## config.mk

```make
export PLATFORM = sky130hd
export DESIGN_NAME = updown_counter
export DESIGN_NICKNAME = d
export VERILOG_FILES = /design/src/rtl/updown_counter.sv
export SDC_FILE = /design/constraint.sdc
export NUM_CORES = 1
export LEC_CHECK = 0
export ABC_AREA = 1
export CORE_MARGIN = 1
export CORE_UTILIZATION = 53
export CTS_CLUSTER_DIAMETER = 80
export DETAILED_ROUTE_END_ITERATION = 7
export PLACE_DENSITY = 0.95
export SLEW_MARGIN = 10
export SYNTH_ARGS = -nofsm -noshare
export SYNTH_HDL_FRONTEND = slang
export SYNTH_SLANG_ARGS = --single-unit
```

## constraint.sdc

```tcl
create_clock -name clk -period 4 [get_ports clk]
set_clock_uncertainty 0.15 [all_clocks]
set_input_delay 0.8 -clock clk [delete_from_list [all_inputs] [get_ports clk]]
set_output_delay 0.8 -clock clk [all_outputs]
set_load 0.005 [all_outputs]
```

## src/rtl/updown_counter.sv

```systemverilog
// Up/down counter over the range [MIN,MAX] with a runtime step.
// Past a limit it either wraps modulo SPAN or clamps (SATURATE=1).
// The overflow/underflow outputs are registered one-cycle pulses.
// The at_max/at_min/match flags decode the registered count directly.
module updown_counter #(
  parameter int NBITS     = 16,
  parameter int MIN       = 0,
  parameter int MAX       = 2**NBITS-1,
  parameter int STEP_BITS = 8,
  parameter int SATURATE  = 0
) (
  input  logic                 clk,
  input  logic                 rst,
  input  logic                 clr,
  input  logic                 en,
  input  logic                 dir,
  input  logic [STEP_BITS-1:0] step,
  input  logic                 load,
  input  logic [NBITS-1:0]     load_val,
  input  logic [NBITS-1:0]     cmp_val,
  output logic [NBITS-1:0]     count,
  output logic                 overflow,
  output logic                 underflow,
  output logic                 at_max,
  output logic                 at_min,
  output logic                 match
);

  // The extra headroom bits keep count+step and count-step exact.
  // The sign bit means a result below MIN, including negative, compares correctly.
  localparam int W = NBITS + STEP_BITS + 2;
  localparam logic signed [W-1:0] MIN_W  = W'(MIN);
  localparam logic signed [W-1:0] MAX_W  = W'(MAX);
  localparam logic signed [W-1:0] SPAN_W = W'(MAX - MIN + 1);

  // Reject an empty, negative or unrepresentable range at elaboration.
  if (MIN >= MAX || MIN < 0 || longint'(MAX) > ((longint'(1) << NBITS) - 1)) begin : g_bad_range
    $fatal(1, "updown_counter: illegal range MIN=%0d MAX=%0d NBITS=%0d", MIN, MAX, NBITS);
  end

  logic [NBITS-1:0]    count_q, count_d;
  logic                ovf_q, ovf_d;
  logic                unf_q, unf_d;
  logic signed [W-1:0] count_x, step_x, load_x, s_eff, nxt;

  // Next-state logic. The update priority is clr > load > en > hold.
  // Both pulse flags default low, so a flag never survives past one cycle.
  always_comb begin
    count_d = count_q;
    ovf_d   = 1'b0;
    unf_d   = 1'b0;
    count_x = signed'({{(W-NBITS){1'b0}}, count_q});
    step_x  = signed'({{(W-STEP_BITS){1'b0}}, step});
    load_x  = signed'({{(W-NBITS){1'b0}}, load_val});
    s_eff   = (step_x > SPAN_W) ? SPAN_W : step_x;
    nxt     = count_x;
    if (clr) begin
      count_d = NBITS'(MIN);
    end else if (load) begin
      if (load_x > MAX_W)      count_d = NBITS'(MAX);
      else if (load_x < MIN_W) count_d = NBITS'(MIN);
      else                     count_d = load_val;
    end else if (en) begin
      if (!dir) begin
        nxt = count_x + s_eff;
        if (nxt > MAX_W) begin
          ovf_d = 1'b1;
          nxt   = (SATURATE != 0) ? MAX_W : nxt - SPAN_W;
        end
      end else begin
        nxt = count_x - s_eff;
        if (nxt < MIN_W) begin
          unf_d = 1'b1;
          nxt   = (SATURATE != 0) ? MIN_W : nxt + SPAN_W;
        end
      end
      count_d = nxt[NBITS-1:0];
    end
  end

  // State register. Reset overrides every other control.
  always_ff @(posedge clk) begin
    if (rst) begin
      count_q <= NBITS'(MIN);
      ovf_q   <= 1'b0;
      unf_q   <= 1'b0;
    end else begin
      count_q <= count_d;
      ovf_q   <= ovf_d;
      unf_q   <= unf_d;
    end
  end

  assign count     = count_q;
  assign overflow  = ovf_q;
  assign underflow = unf_q;
  assign at_max    = (count_q == NBITS'(MAX));
  assign at_min    = (count_q == NBITS'(MIN));
  assign match     = (count_q == cmp_val);

endmodule

```

==> flow_summary.yaml <==
logic_synthesis:
  avgSynthCellArea_um2: 5.972
  ys_seq_area_share_pct: 15.24
  synth.distinct_cells: 43
  synth_cells: 396
  yosys.area.top_type: "nand2_1"
  synth.net_count: 460
  ys_warn_count: 0
  synth_seq_cells: 18
  ys.flop_type: "dfxtp_1"
  synth.area.top_cells: "nand2_1 19%, dfxtp_1 15%, ha_1 8.5%"
  synth-edff-count: 0
  yosys.area.top_type_share_pct: 18.57
  synthArstFlopShare_pct: 0
  netlist_area_mm2: 0.002365
timing:
  tightest_slew_ns: 1.154
  period_share_pct: 87.50
  rsz0062_at_grt: "false"
  hold_viol: 0
  tns_ns: 0
  maxSlewViolCount: 0
  period_needed_ns: 3.500
  slew_headroom_pct: 22.81
  hold-worst-slack_ns: 0.4739
  fmax_mhz: 285.7
  setup_viol: 0
worst_setup_path:
  required_ns: 3.05
  startpoint_type: "input pin"
  crit_path_max_incr_delay_ns: 0.56
  path_class: "in -> out"
  cpMaxStageDelayCell: "clkdlybuf4s50_1"
  endpoint_kind: "output port"
  cp_cell_sequence: "clkdlybuf4s50_1 > xnor2_1 > nand2_1 > nor4_1 > nor4b_1 > clkdlybuf4s50_1"
  r2r-start: "count[0]"
  crit_arrival_ns: 2.55
  crit_buf_inv: 2
  cpMostUsedCell: "clkdlybuf4s50_1"
  path_delay_family: "buffers and inverters"
  crit_start: "cmp_val[9]"
  crit_fanout: 1
finish:
  diodes: 0
  nNetsFinal: 518
  syn_to_final_growth_pct: 29.21
  multi_input_area_mm2: 0.001699
  seqCellArea_um2: 360.3
  drive_above_1_share_pct: 6.843
  mostFrequentLayoutCell: "nand2_1"
  final_cells: 503
  fill_cells: 369
  mostFrequentLayoutCells: "117 x nand2_1, 66 x clkdlybuf4s50_1, 48 x inv_1"
clock_tree:
  cts_max_path_buffers: 2
  ctsResizeCount: 0
  cts_tree: "built"
  clkLatencyLatePin_ns: 0.26
  htreeDepth: 1
  ctsHoldBuffers: 0
  root_buffer: "clkbuf_8"
  cts_sinks: 18
  cts_made_buffers: 3
  post_cts_buffers: 0
  clk_pin_slew_ns: 0.07
drt:
  drt_wl_total_um: 7449
  avgViaCountPerCell: 5.901
  wire_per_inst_um: 14.81
  vias: 2968
  dr.pass1.iters: 5
  drt.antenna.violating_nets: 0
  drc_errors: 0
  drtIter0Drc: 277
floorplan:
  die_h_um: 68.80
  die_x_um: 68.80
  initial_core_util_pct: 57.07
  die_area_mm2: 0.004733
  std_cell_rows: 23
  boundaryPins: 67
  fp.coreArea_mm2: 0.004144
power:
  pwr-share-seq_pct: 33.1
  power_frac_clock_pct: 25.2
  p_comb_share_pct: 41.7
  vdd_drop_max_v: 0.0001970
  power.internal_uw: 394.3
  powerDensity_mw_per_mm2: 203.5
  p_leak_uw: 0.001383
  switching_power_uw: 227.6
  swShare_pct: 36.60
place:
  gp_congestion: 0.9357
  port_buffers: 66
  dp_hpwl_um: 5807
  dpl.cell_count: 499
grt:
  grtUsageTotal_pct: 32.50
  grt_pass1_wl_um: 11430
  grt_overflow: 0
  grt_max_degree: 22
  antenna_found_initial: 0
  grt_pass1_vias: 2708
min_path:
  min_from: "count[2]"
  hp-class: "reg -> reg"
status:
  status: "complete, no violations"
run:
  max_cap_viol_count: 0
==> final cells by class <==
type | count | share of cell area [%]
tap | 50 | 2.048
clock buffer | 4 | 1.802
inverter | 54 | 6.634
multi-input combinational | 309 | 55.61
sequential | 18 | 11.79
timing repair buffer | 68 | 22.11
==> registers in the layout (all words and copies together) (netlist names) <==
signal	cells
count	16
overflow	1
underflow	1
==> metrics by stage <==
| step | instance area (um^2) | worst slack [ns] | util, % | power [uW] |
|---|---|---|---|---|
| finish | 3055 | 0.5000 | 73.73 | 621.9 |
| global route | 3055 | 0.3810 | 73.73 | 653.3 |
| CTS | 3055 | 0.5036 | 73.73 | 614.5 |
| detailed placement | 3000 | 0.5032 | 72.40 | 461.2 |
| global placement | 3000 | 0.5577 | 72.40 | 454.3 |
| floorplan | 2365 | 1.548 | - | 361.7 |
==> logic make-up (layout without fill, tap and decap cells) <==
family,count (synthesis),after routing,share of synthesized area [%]
compound gates,56,56,14.71
xor+xnor,13,13,4.815
fa+ha+maj,18,18,10.16
buf+inv,69,126,12.91
flops,18,18,15.24
simple gates,222,222,42.17
==> routing by layer <==
metal | wire length [um] | vias up | global-route usage (%)
li1 | - | 1409 | -
met2 | 3634 | 186 | 58.33
met4 | 307 | 0 | 15.31
met5 | 0 | - | 0
met1 | 2862 | 1328 | 36.77
met3 | 645 | 45 | 6.086
==> power groups by stage <==
stage	Combinational [uW]	Sequential (uW)	Clock, uW
2_1_floorplan	161	201	0
3_3_place_gp	245	209	0
3_5_place_dp	252	209	0
4_1_cts	255	205	154
5_1_grt	285	207	161
6_report	260	206	156
==> worst reg2reg max path: cells and delay by family, from the launching register on <==
kind	cells	cell delay, ns
buf+inv	2	0.21
fa+ha+maj	2	0.59
flops	1	0.45
compound gates	1	0.15
simple gates	7	0.77
==> synthesized netlist by cell type, drive strengths merged, types with 6 or more instances <==
cell type,instances
xnor2,12
a22oi,10
nor2,34
or2,6
nor3,7
ha,16
buf,12
nand2,120
inv,54
a21oi,21
nand4,8
o21ai,14
dfxtp,18
nand3,38
==> final timing paths <==
check             cells past startpoint  slack [ns]       end
hold / removal                        2        0.47  count[2]
hold reg to reg                       2        0.47  count[2]
setup reg to reg                     12        1.60  count[8]
setup / recovery                      6        0.50     match
No activity file was read; power rests on OpenSTA's default activity.
